===== config.mk =====
export PLATFORM = sky130hd
export DESIGN_NAME = axis_stream_buffer
export DESIGN_NICKNAME = d
export VERILOG_FILES = /design/src/rtl/axis_stream_buffer.sv
export SDC_FILE = /design/constraint.sdc
export NUM_CORES = 1
export LEC_CHECK = 0
export BUFFER_PORTS_ARGS = -buffer_cell sky130_fd_sc_hd__buf_2
export CAP_MARGIN = 10
export CORE_UTILIZATION = 30
export DETAILED_ROUTE_END_ITERATION = 10
export GPL_TIMING_DRIVEN = 0
export PLACE_DENSITY = 0.49
export SYNTH_ARGS = -nofsm -noshare
export SYNTH_HDL_FRONTEND = slang
export SYNTH_SLANG_ARGS = --single-unit

===== constraint.sdc =====
create_clock -name aclk -period 3.79 [get_ports aclk]
set_clock_uncertainty 0.2 [all_clocks]
set_input_delay 0.1895 -clock aclk [delete_from_list [all_inputs] [get_ports aclk]]
set_output_delay 0.1895 -clock aclk [all_outputs]
set_load 0.02 [all_outputs]

===== src/rtl/axis_stream_buffer.sv =====
// Circular FIFO that turns a handshake-less (valid-only) stream into an AXI-Stream
// master with tready backpressure; words arriving while full are dropped and counted.
module axis_stream_buffer #(
    parameter int AXIS_TDATA_WIDTH = 32,
    parameter int ADDR_WIDTH       = 4
) (
    input  logic                        aclk,
    input  logic                        aresetn,
    input  logic [AXIS_TDATA_WIDTH-1:0] s_axis_tdata,
    input  logic                        s_axis_tvalid,
    output logic [AXIS_TDATA_WIDTH-1:0] m_axis_tdata,
    output logic                        m_axis_tvalid,
    input  logic                        m_axis_tready,
    input  logic                        clear,
    output logic [ADDR_WIDTH:0]         fifo_count,
    output logic                        overflow,
    output logic [31:0]                 drop_count
);

    localparam int                DEPTH      = 1 << ADDR_WIDTH;
    localparam logic [ADDR_WIDTH:0] FULL_COUNT = (ADDR_WIDTH+1)'(DEPTH);

    logic [AXIS_TDATA_WIDTH-1:0] r_mem [DEPTH];
    logic [ADDR_WIDTH-1:0]       r_wr_ptr;
    logic [ADDR_WIDTH-1:0]       r_rd_ptr;
    logic [ADDR_WIDTH:0]         r_count;
    logic                        r_overflow;
    logic [31:0]                 r_drop_count;

    logic w_full;
    logic w_empty;
    logic w_wr_en;
    logic w_rd_en;
    logic w_drop;

    // Full/empty come from registered count only: a drop is decided without
    // looking ahead to a read happening in the same cycle.
    assign w_full  = (r_count == FULL_COUNT);
    assign w_empty = (r_count == '0);
    assign w_wr_en = s_axis_tvalid & ~w_full;
    assign w_drop  = s_axis_tvalid &  w_full;
    assign w_rd_en = m_axis_tready & ~w_empty;

    // NOTE: storage has no reset so it maps onto RAM; validity is tracked by the
    // pointers and count, which are reset.
    always_ff @(posedge aclk) begin
        if (w_wr_en) begin
            r_mem[r_wr_ptr] <= s_axis_tdata;
        end
    end

    // NOTE: sequential state uses non-blocking assignments so every register
    // samples the pre-edge values of the others.
    always_ff @(posedge aclk) begin
        if (!aresetn) begin
            r_wr_ptr <= '0;
            r_rd_ptr <= '0;
            r_count  <= '0;
        end else begin
            if (w_wr_en) begin
                r_wr_ptr <= r_wr_ptr + ADDR_WIDTH'(1);
            end
            if (w_rd_en) begin
                r_rd_ptr <= r_rd_ptr + ADDR_WIDTH'(1);
            end
            case ({w_wr_en, w_rd_en})
                2'b10:   r_count <= r_count + (ADDR_WIDTH+1)'(1);
                2'b01:   r_count <= r_count - (ADDR_WIDTH+1)'(1);
                default: r_count <= r_count;
            endcase
        end
    end

    // A drop takes priority over clear, so a coincident clear restarts the count at 1.
    always_ff @(posedge aclk) begin
        if (!aresetn) begin
            r_overflow   <= 1'b0;
            r_drop_count <= '0;
        end else if (w_drop) begin
            r_overflow <= 1'b1;
            if (clear) begin
                r_drop_count <= 32'd1;
            end else if (r_drop_count != 32'hFFFF_FFFF) begin
                r_drop_count <= r_drop_count + 32'd1;
            end
        end else if (clear) begin
            r_overflow   <= 1'b0;
            r_drop_count <= '0;
        end
    end

    assign m_axis_tdata  = r_mem[r_rd_ptr];
    assign m_axis_tvalid = ~w_empty;
    assign fifo_count    = r_count;
    assign overflow      = r_overflow;
    assign drop_count    = r_drop_count;

endmodule


* After elaboration in Yosys (flattened, before gate mapping)
Memories as Yosys holds them, arrays and structs flattened. A register that Yosys moved wholly into a read port is not among the register bits.
Cells that the tools add are included.
** Cells by class
- Muxes and demuxes :: 11
- Bitwise operators :: 5
- Add/sub/neg operators :: 5
- Equal/unequal tests :: 4
- Reductions and logical operators :: 5
** Operators with widths (count)
- 2-to-1 mux 32 bit :: 4
- adder 32 x 1 -> 32 bit (second input constant) :: 1
- != test 32 bit (second input constant) :: 1
- case mux 5 bit (2 select lines) :: 1
- adder 4 x 1 -> 4 bit (second input constant) :: 2
- 2-to-1 mux 4 bit :: 2
- nonzero test 2 bit :: 3
- adder 5 x 1 -> 5 bit (second input constant) :: 1
- equality test 5 bit (second input constant) :: 1
- logical NOT 5 bit :: 1
- subtractor 5 x 1 -> 5 bit (second input constant) :: 1
- 2-to-1 mux 1 bit :: 4
- AND 1 bit :: 3
- equality test 2 x 1 -> 1 bit (second input constant) :: 1
- equality test 2 bit (second input constant) :: 1
- NOT 1 bit :: 2
- AND reduction 2 bit :: 1
** Word-level totals
- Flip-flop bits (word level) :: 46
- Word-level logic and storage cells :: 36
- RAM bits :: 512
- Output and inout port bits :: 71
- Input port bits :: 37
- Memories :: 1
** Memory list
- r_mem :: depth 16, width 32, rd ports 1, clocked after Yosys merged registers in 1, wr ports 1, line 23 : logic [AXIS_TDATA_WIDTH-1:0] r_mem [DEPTH];

* Depth between registers and ports, before layout
Gate-level depths: netlist (run 1).
- Depth after elaboration :: 5
- Depth in mapped cells :: 13
- Mapped depth without buffers :: 11

* Worst setup path after synthesis (run 1)
No wires, ideal clock.
- Path kind :: register to register
- From :: register r_count[2], in the netlist fifo_count[2]
- To :: memory r_mem[3][0], enable pin
- Period minus slack after synthesis :: 4.247 ns
- Required time :: 3.129 ns
- Path buffers :: 1
- Setup slack :: -0.457 ns
- Setup time :: 0.461 ns
- Arrival time :: 3.586 ns
- Cell stages (with the launch flop) :: 6
- Cells stage by stage :: dfxtp_1 buf_4 nor4_4 a21oi_1 nand2_1 nor3_1
** On the way
- Longest elaborated chain between the ends :: 5
** Ends and longest elaborated chain
- from (decl) :: line 26 : logic [ADDR_WIDTH:0] r_count;
- from (signal assigned) :: line 67 : 2'b10: r_count <= r_count + (ADDR_WIDTH+1)'(1);
- from (signal assigned) :: line 68 : 2'b01: r_count <= r_count - (ADDR_WIDTH+1)'(1);
- from (signal assigned) :: line 69 : default: r_count <= r_count;
- equality test 5 bit :: line 38 : assign w_full = (r_count == FULL_COUNT);
- NOT 1 bit :: line 40 : assign w_wr_en = s_axis_tvalid & ~w_full;
- AND 1 bit :: line 40
- 2-to-1 mux 1 bit :: line 47 : if (w_wr_en) begin
- 2-to-1 mux 1 bit (implied by the code) :: line 48 : r_mem[r_wr_ptr] <= s_axis_tdata;
- to (decl) :: line 23
Every way passes these cells.

==> results of run 1 <==
-- metal layers --
metal	vias up	part of all wire	GRT usage
met2	259	0.47	0.229
met4	6	0.018	0.0367
met3	75	0.051	0.0271
li1	4774	-	-
met1	5871	0.46	0.203
met5	-	0.00070	0
-- report_power, final --
| part | leakage [nW] | switching (mW) | internal (mW) | total, mW |
|---|---|---|---|---|
| sequential | 5.03 | 0.0723 | 6.95 | 7.02 |
| combinational | 2.34 | 1.44 | 1.21 | 2.65 |
| clock | 1.00 | 2.48 | 3.54 | 6.02 |
| total | 8.37 | 3.99 | 11.7 | 15.7 |
-- worst max path at each step --
| stage | startpoint | to | slack [ps] | depth (start not counted) |
|---|---|---|---|---|
| 2_1_floorplan | fifo_count[2]$_SDFFE_PN0P_ | r_mem[15][0]$_DFFE_PP_ | 400 | 5 |
| 3_3_place_gp | fifo_count[0]$_SDFFE_PN0P_ | r_mem[7][13]$_DFFE_PP_ | -1900 | 4 |
| 3_5_place_dp | flop | m_axis_tdata[28] | 420 | 5 |
| 4_1_cts | flop | m_axis_tdata[6] | 20 | 4 |
| 5_1_grt | flop | m_axis_tdata[6] | 50 | 5 |
| 6_report | flop | m_axis_tdata[0] | 210 | 5 |
-- what timing repair did --
item | in CTS | in global routing
endpoints found under the hold margin | 533 | 0
hold buffers | 37 | 0
setup buffers | 0 | 0
gates cloned | 0 | 0
gates resized for setup | 13 | 2
setup endpoints to repair | 32 | 1
-- final cells by class --
cell class,instances,share of cell area
Buffer,52,0.0102
Sequential cell,562,0.616
Clock inverter,42,0.0171
Tap cell,950,0.0447
Clock buffer,71,0.0597
Inverter,9,0.00127
Multi-Input combinational cell,407,0.200
Timing Repair Buffer,165,0.0505
-- cell usage after synthesis (all sizes together) (2+ instances only) --
master	count	area, sq um
edfxtp	512	15400
mux4	160	3600
dfxtp	50	1000
nor2	39	146
clkbuf	30	123
nand2	24	90.1
buf	22	131
nand4	15	93.8
nor3	15	75.1
xnor2	15	131
and2	13	81.3
a21oi	12	71.3
and3	11	68.8
nand3	11	60.1
xor2	11	96.3
ha	9	113
inv	9	33.8
o21ai	9	45.0
nor2b	7	43.8
nor4	7	71.3
a31oi	6	37.5
nand2b	6	37.5
mux2i	5	50.1
o31ai	3	22.5
a21boi	2	15.0
nand3b	2	15.0
o211ai	2	15.0
o21a	2	16.3
or3	2	12.5
or4	2	15.0
or4b	2	20.0
-- sequential cells by signal, summed over array words and instances, names as in the netlist, named ones only --
register,flops
r_mem,512
drop_count,32
fifo_count,5
r_rd_ptr,4
r_wr_ptr,4
overflow,1
-- cells in the final DEF (no fill, tap or decap), types with 13 or more instances in the layout --
cell / count
and2_1: 13
buf_2: 121
clkbuf_1: 24
clkbuf_16: 62
clkbuf_2: 14
clkinv_2: 15
dfxtp_1: 50
dlygate4sd3_1: 37
edfxtp_1: 512
mux4_2: 160
nand2_1: 24
nand4_1: 15
nor2_1: 27
xnor2_1: 15
-- cells by family after synthesis --
logic type                 Yosys count  share of synthesized area
AOI/OAI and AO/OA                   45                     0.0139
xor gates and xnor gates            26                     0.0104
adders and majority gates            9                    0.00516
buffers and inverters               61                     0.0132
DFF                                562                      0.750
muxes                              165                      0.167
and+or+nand+nor                    162                     0.0405
-- per-stage QoR --
step           instances  hold WS, ps  TNS [ps]  utilization  worst slack [ps]
4_1_cts             2256          241         0        0.370              23.2
3_5_place_dp        2106          279         0        0.336               417
2_1_floorplan       1030         88.4         0            -               397
6_report            2258          276         0        0.370               215
5_1_grt             2258          267         0        0.370              47.2
3_3_place_gp        2086          273   -856240        0.329             -1900
-- worst max-delay path, cell delays in order, from the launching register on --
cell and delay (ps):
dfxtp_1 370, clkbuf_1 540, clkbuf_2 500, mux4_2 380, mux4_2 550, buf_2 200
==> run_results.csv, run 1 <==
group,metric,value,unit
run_status,outcome,"complete, no violations",
layout,n_fill_cell,6604,
sta,fin_crit,3580,ps
layout,syn_to_final_growth,21.6,%
setup_path,end_kind,"output port",
min_path,holdPathStages,2,
synth,netlist_area,0.0218,sq mm
floorplanning,core-area,0.0717,sq mm
grt,grtUsageTotal,0.144,
clock_tree,clk_pin_slew,60,ps
run,drv_cap,0,
drt,drc,0,
pwr,ir_worst_vdd,0.000385,V
sta,fin_crit_sh,0.943,
min_path,hold_path_class,"input pin to flop",
sta,worst_pin_slew,1140,ps
drt,viasPerCell,4.86,
synth,syn_area_per_cell,21.2,sq um
setup_path,rrSetupSlack,470,ps
synth,yosysSeqAreaShare,0.750,
synth,ys_seq_elements,562,
synth,syn-num-nets,1076,
layout,antenna_cells,0,
min_path,hold_path.startpoint,"s_axis_tdata[24]",
synth,synth_enable_flop_cells,512,
min_path,min_to,"r_mem[7][24]$_DFFE_PP_",
setup_path,worst-path-max-fanout,10,
setup_path,r2r_end,"r_mem[7][9]$_DFFE_PP_",
clock_tree,clk_latency,640,ps
place,gp_congestion,0.755,
floorplanning,rows,98,
synth,yosysWarnings,0,
floorplanning,dieHeight,272,microns
clock_tree,clock-sinks,562,
sta,fmaxAchievable,280,MHz
sta,hold_viol_final,0,
place,place_area,0.0241,sq mm
setup_path,reg2reg_depth,6,
clock_tree,htree_levels,2,
floorplanning,ioPinCount,108,
synth,yosysUniqueCellTypes,56,
clock_tree,cts_buffers,61,
layout,multi_input_area,0.00532,sq mm
setup_path,crit_required,3400,ps
drt,drt_iter0_drc,858,
grt,grt_pass1_wl,77700,microns
drt,wirelength,52800,microns
synth,async_flop_share,0,
pwr,powerDensity,591,mW/mm^2
layout,nNetsFinal,1304,
clock_tree,cts_tree,"yes",
place,io_buffers,106,
synth,synthCells,1030,
grt,grt_pass1_vias,11537,
grt,antenna_found_initial,3,
floorplanning,initial_utilization,0.305,
layout,layout-drive-gt1-share,0.338,
sta,slew_headroom,0.241,
pwr,p_leak,8.37,nW
sta,rsz0062_at_grt,"no",
clock_tree,clockRootBuffer,"clkbuf_16",
layout,final_area,0.0266,sq mm
sta,slew_violations,0,
setup_path,crit_path_start_kind,"flop",
place,post-dp-hpwl,31700,microns
clock_tree,clk_path_buf_depth,3,
floorplanning,dieArea,0.0739,sq mm
grt,grt-ovfl-total,0,
floorplanning,fp.dieW,272,microns
setup_path,critical_path_arrival,3190,ps
layout,seqCellArea,0.0164,sq mm
grt,grt_max_degree,22,
drt,firstDrtPassIters,5,
sta,setup_viol,0,
drt,routedWlPerCell,23.4,microns
setup_path,r2r-start,"fifo_count[1]$_SDFFE_PN0P_",
drt,vias,10985,
synth,synth_ff_type,"edfxtp_1",
pwr,design_power_total,15.7,mW
drt,antenna_left,0,
setup_path,critPathKind,"flop to output port",
(Power assumes the default switching activity.)
==> inputs of run 2 (changes only) <==
- CTS_CLUSTER_SIZE: unset -> 20
- PLACE_DENSITY: 0.49 -> 0.48
- clock period: 3.79 -> 3.7 ns (I/O delays scaled with it)
==> run_results.csv, run 2 (synthesized netlist as in run 1, its figures left out) <==
group,metric,value,unit
pwr,comb_power_share,0.174,
setup_path,max_stage_delay,580,ps
setup_path,crit_slowest_cell,"mux4_2",
min_path,min_to,"r_mem[8][10]$_DFFE_PP_",
sta,fin_crit,3550,ps
sta,tns,0,ps
pwr,powerDensity,595,mW/mm^2
pwr,clkPwrFrac,0.371,
drt,vias,10951,
layout,syn_to_final_growth,21.7,%
setup_path,critPathKind,"flop to output port",
setup_path,crit_path_start_kind,"flop",
layout,final_area,0.0266,sq mm
setup_path,rrSetupSlack,360,ps
clock_tree,clk_latency,630,ps
pwr,swShare,0.257,
layout,final_common_cell,"edfxtp_1",
place,pre_cts_slack,290,ps
grt,grt_pass1_wl,77800,microns
floorplanning,dieArea,0.0739,sq mm
sta,rsz0062_at_grt,"no",
setup_path,reg2reg_depth,10,
setup_path,crit_required,3310,ps
setup_path,worst-path-max-fanout,10,
clock_tree,cts_tree,"yes",
clock_tree,clk_pin_slew,60,ps
layout,seqCellArea,0.0164,sq mm
floorplanning,ioPinCount,108,
drt,wirelength,53200,microns
place,gp_congestion,0.791,
pwr,p_int,11.8,mW
grt,grt_pass1_vias,11310,
sta,worst_slack,150,ps
min_path,hold_path_class,"input pin to flop",
setup_path,critPathTopFamily,"multiplexers",
setup_path,r2r_end,"drop_count[0]$_SDFFE_PN0P_",
layout,instances_no_fill,2257,
drt,drc,0,
layout,layout-drive-gt1-share,0.338,
place,dp.cells,2110,
min_path,hold_path.startpoint,"s_axis_tdata[10]",
setup_path,critPathBufInv,3,
pwr,ir_worst_vdd,0.000375,V
grt,antenna_found_initial,3,
setup_path,r2r-start,"drop_count[0]$_SDFFE_PN0P_",
grt,grt_max_degree,19,
sta,fmaxAchievable,282,MHz
pwr,power.net_switching,4.06,mW
place,post-dp-hpwl,33000,microns
setup_path,critical_path_arrival,3170,ps
clock_tree,cts_buffers,59,
clock_tree,clock-sinks,562,
sta,slew_headroom,0.318,
sta,setup_viol,0,
grt,use_met3,0.0302,
place,io_buffers,106,
clock_tree,clockRootBuffer,"clkbuf_16",
drt,drt_iter0_drc,957,
floorplanning,core-area,0.0717,sq mm
run,drv_cap,0,
grt,grt-ovfl-total,0,
layout,multi_input_area,0.00532,sq mm
sta,hold_viol_final,0,
floorplanning,dieHeight,272,microns
run_status,outcome,"complete, no violations",
drt,antenna_left,0,
layout,most-common-layout-cells,"512 x edfxtp_1, 160 x mux4_2, 117 x buf_2",
pwr,design_power_total,15.8,mW
grt,grtUsageTotal,0.145,
setup_path,path_cells,"clkbuf_2, buf_2, mux4_2, mux4_2, buf_2",
grt,grt_use_met1,0.209,
place,place_area,0.0243,sq mm
grt,busiest_layer,"met2",
setup_path,end_kind,"output port",
floorplanning,fp.dieW,272,microns
layout,nNetsFinal,1306,
clock_tree,clk_path_buf_depth,3,
clock_tree,htree_levels,2,
pwr,p_leak,8.35,nW
floorplanning,initial_utilization,0.305,
layout,n_fill_cell,6615,
min_path,holdPathStages,2,
sta,slew_violations,0,
floorplanning,rows,98,
sta,fin_crit_sh,0.960,
sta,whs,283,ps
grt,met2_usage,0.226,
layout,final_util,0.371,
pwr,pwr-share-seq,0.455,
layout,top_register,"r_mem",
drt,viasPerCell,4.85,
sta,worst_pin_slew,1020,ps
drt,routedWlPerCell,23.6,microns
layout,largest_reg_flops,512,
drt,firstDrtPassIters,5,
clock_tree,post_cts_buffers,0,
## run 2: cell count changes in the layout (fill, tap and decap cells not counted), moves of 3 or more
cell / previous run / this run
clkbuf_1: 24 / 31
clkbuf_2: 14 / 17
clkinvlp_4: 2 / 5
buf_2: 121 / 117
clkinv_1: 11 / 3
clkinv_2: 15 / 11
clkbuf_16: 62 / 59
buf_12: 12 / 8
buf_16: 4 / 13
## run 2: area by class of cell
type,instances,share of cell area
flip-flops and latches,562,0.616
multi-input cells,407,0.200
well taps,950,0.0447
clock inverters,30,0.0134
plain buffers,52,0.0107
inverters,9,0.00127
clock buffers,77,0.0581
repair buffers,169,0.0560
diodes,1,0.0000941
## run 2: worst max path at each step
stage,cells past startpoint,end,slack [ps]
floorplan,5,r_mem[15][0]$_DFFE_PP_,310
global placement,4,r_mem[7][14]$_DFFE_PP_,-1940
detailed placement,5,m_axis_tdata[28],290
CTS,5,m_axis_tdata[15],30
global route,5,m_axis_tdata[15],20
finish,5,m_axis_tdata[2],150
## run 2: routing by layer
metal | vias to the layer above | routed length, microns
met5 | - | 28
met4 | 6 | 985
met3 | 83 | 2980
met2 | 277 | 24800
met1 | 5813 | 24400
li1 | 4772 | -
## run 2: timing repair
action,CTS,global route
endpoints found under the hold margin,544,0
setup endpoints to repair,32,13
hold buffers,38,0
pin swaps,0,0
resized for setup,17,6
## run 2: power groups by stage
stage | logic, mW | registers [mW] | clock network [mW]
finish | 2.76 | 7.20 | 5.86
global route | 2.96 | 7.21 | 6.27
CTS | 2.83 | 7.20 | 6.03
detailed placement | 2.78 | 7.33 | 0
global placement | 2.67 | 7.34 | 0
floorplan | 1.78 | 7.34 | 0
==> inputs of run 3 (changes only) <==
- CTS_BUF_LIST: unset -> sky130_fd_sc_hd__clkbuf_8 sky130_fd_sc_hd__clkbuf_16
- HOLD_SLACK_MARGIN: unset -> 0.02
==> run_results.csv, run 3 (synthesized netlist as in run 1, its figures left out) <==
group,metric,value,unit
setup_path,crit_required,3310,ps
sta,slew_headroom,0.327,
sta,worst_pin_slew,1010,ps
sta,rsz0062_at_grt,"no",
grt,antenna_found_initial,3,
setup_path,worst-path-max-fanout,10,
layout,final_util,0.371,
setup_path,r2r-start,"drop_count[0]$_SDFFE_PN0P_",
pwr,p_leak,8.43,nW
drt,vias,10932,
floorplanning,ioPinCount,108,
layout,most-common-layout-cells,"512 x edfxtp_1, 160 x mux4_2, 117 x buf_2",
drt,firstDrtPassIters,5,
layout,layout-drive-gt1-share,0.338,
clock_tree,clockRootBuffer,"clkbuf_16",
min_path,min_to,"r_mem[8][10]$_DFFE_PP_",
place,post-dp-hpwl,33000,microns
clock_tree,clk_latency,630,ps
setup_path,critical_path_arrival,3150,ps
floorplanning,dieHeight,272,microns
sta,whs,280,ps
drt,drt_iter0_drc,908,
clock_tree,post_cts_buffers,0,
clock_tree,clock-sinks,562,
grt,grt_max_degree,19,
drt,wirelength,53200,microns
drt,drc,0,
min_path,hold_path.startpoint,"s_axis_tdata[10]",
setup_path,reg2reg_depth,10,
clock_tree,cts_tree,"yes",
layout,largest_reg_flops,512,
setup_path,r2r_end,"drop_count[0]$_SDFFE_PN0P_",
setup_path,critPathTopFamily,"multiplexers",
clock_tree,clk_path_buf_depth,3,
grt,grt-ovfl-total,0,
pwr,design_power_total,15.8,mW
floorplanning,rows,98,
sta,hold_viol_final,0,
pwr,powerDensity,593,mW/mm^2
floorplanning,dieArea,0.0739,sq mm
drt,antenna_left,0,
clock_tree,htree_levels,2,
floorplanning,fp.dieW,272,microns
setup_path,path_cells,"clkbuf_2, buf_2, mux4_2, mux4_2, buf_2",
setup_path,rrSetupSlack,350,ps
sta,setup_viol,0,
clock_tree,clk_pin_slew,60,ps
layout,top_register,"r_mem",
clock_tree,cts_buffers,59,
sta,fmaxAchievable,283,MHz
grt,grt_pass1_vias,11306,
layout,nNetsFinal,1306,
min_path,hold_path_class,"input pin to flop",
drt,viasPerCell,4.84,
run_status,outcome,"complete, no violations",
layout,final_common_cell,"edfxtp_1",
grt,grtUsageTotal,0.145,
sta,slew_violations,0,
setup_path,end_kind,"output port",
drt,routedWlPerCell,23.6,microns
floorplanning,initial_utilization,0.305,
place,gp_congestion,0.791,
min_path,holdPathStages,2,
sta,fin_crit_sh,0.956,
setup_path,critPathKind,"flop to output port",
sta,fin_crit,3540,ps
pwr,ir_worst_vdd,0.000374,V
floorplanning,core-area,0.0717,sq mm
setup_path,crit_slowest_cell,"mux4_2",
run,drv_cap,0,
grt,grt_pass1_wl,77800,microns
setup_path,critPathBufInv,3,
setup_path,max_stage_delay,580,ps
layout,n_fill_cell,6615,
layout,syn_to_final_growth,21.7,%
place,io_buffers,106,
setup_path,crit_path_start_kind,"flop",
## run 3: cell type report
| class | instances | area, sq um | share of cell area |
|---|---|---|---|
| Buffer | 52 | 285 | 0.0107 |
| Inverter | 9 | 33.8 | 0.00127 |
| Antenna cell | 1 | 2.50 | 0.0000941 |
| Tap cell | 950 | 1190 | 0.0447 |
| Clock buffer | 59 | 1480 | 0.0555 |
| Sequential cell | 562 | 16400 | 0.616 |
| Timing Repair Buffer | 169 | 1490 | 0.0560 |
| Clock inverter | 48 | 424 | 0.0160 |
| Multi-Input combinational cell | 407 | 5320 | 0.200 |
## run 3: per-layer routing
metal / share of wire / wire length, microns / vias up / GRT usage
li1: - / - / 4765 / -
met1: 0.46 / 24500 / 5787 / 0.209
met2: 0.46 / 24700 / 288 / 0.226
met3: 0.056 / 2960 / 86 / 0.0302
met4: 0.019 / 1000 / 6 / 0.0347
met5: 0.00053 / 28 / - / 0
## run 3: power by group
part | internal [mW] | switching (mW) | total [mW]
sequential | 7.12 | 0.0754 | 7.20
clock | 3.32 | 2.49 | 5.82
combinational | 1.26 | 1.49 | 2.75
total | 11.7 | 4.06 | 15.8
## run 3: repair_timing
item	in CTS	in global routing
setup endpoints to repair	32	13
resized for setup	17	6
hold buffers	38	0
hold endpoints to repair	544	0
## run 3: worst max-delay path by stage
stage,slack [ps],cells past startpoint,to
CTS,30,5,m_axis_tdata[15]
finish,160,5,m_axis_tdata[2]
floorplan,310,5,r_mem[15][0]$_DFFE_PP_
global route,20,5,m_axis_tdata[15]
global placement,-1940,4,r_mem[7][14]$_DFFE_PP_
detailed placement,290,5,m_axis_tdata[28]
## run 3: per-stage QoR
stage,instance area [sq um],std cells,setup slack [ps],setup TNS [ps]
after global placement,23600,2086,-1940,-909300
after global routing,26600,2256,19.9,0
after floorplan,21900,1030,307,0
after detailed placement,24300,2110,290,0
final,26600,2257,163,0
after CTS,26600,2255,28.4,0
## run 3: worst reg2reg max path, delay by kind of cell (launching register included)
| kind | cells | cell delay [ps] |
|---|---|---|
| adders and majority gates | 1 | 210 |
| DFF | 1 | 450 |
| buffers and inverters | 4 | 1420 |
| AOI/OAI and AO/OA | 1 | 140 |
| and+or+nand+nor | 4 | 810 |
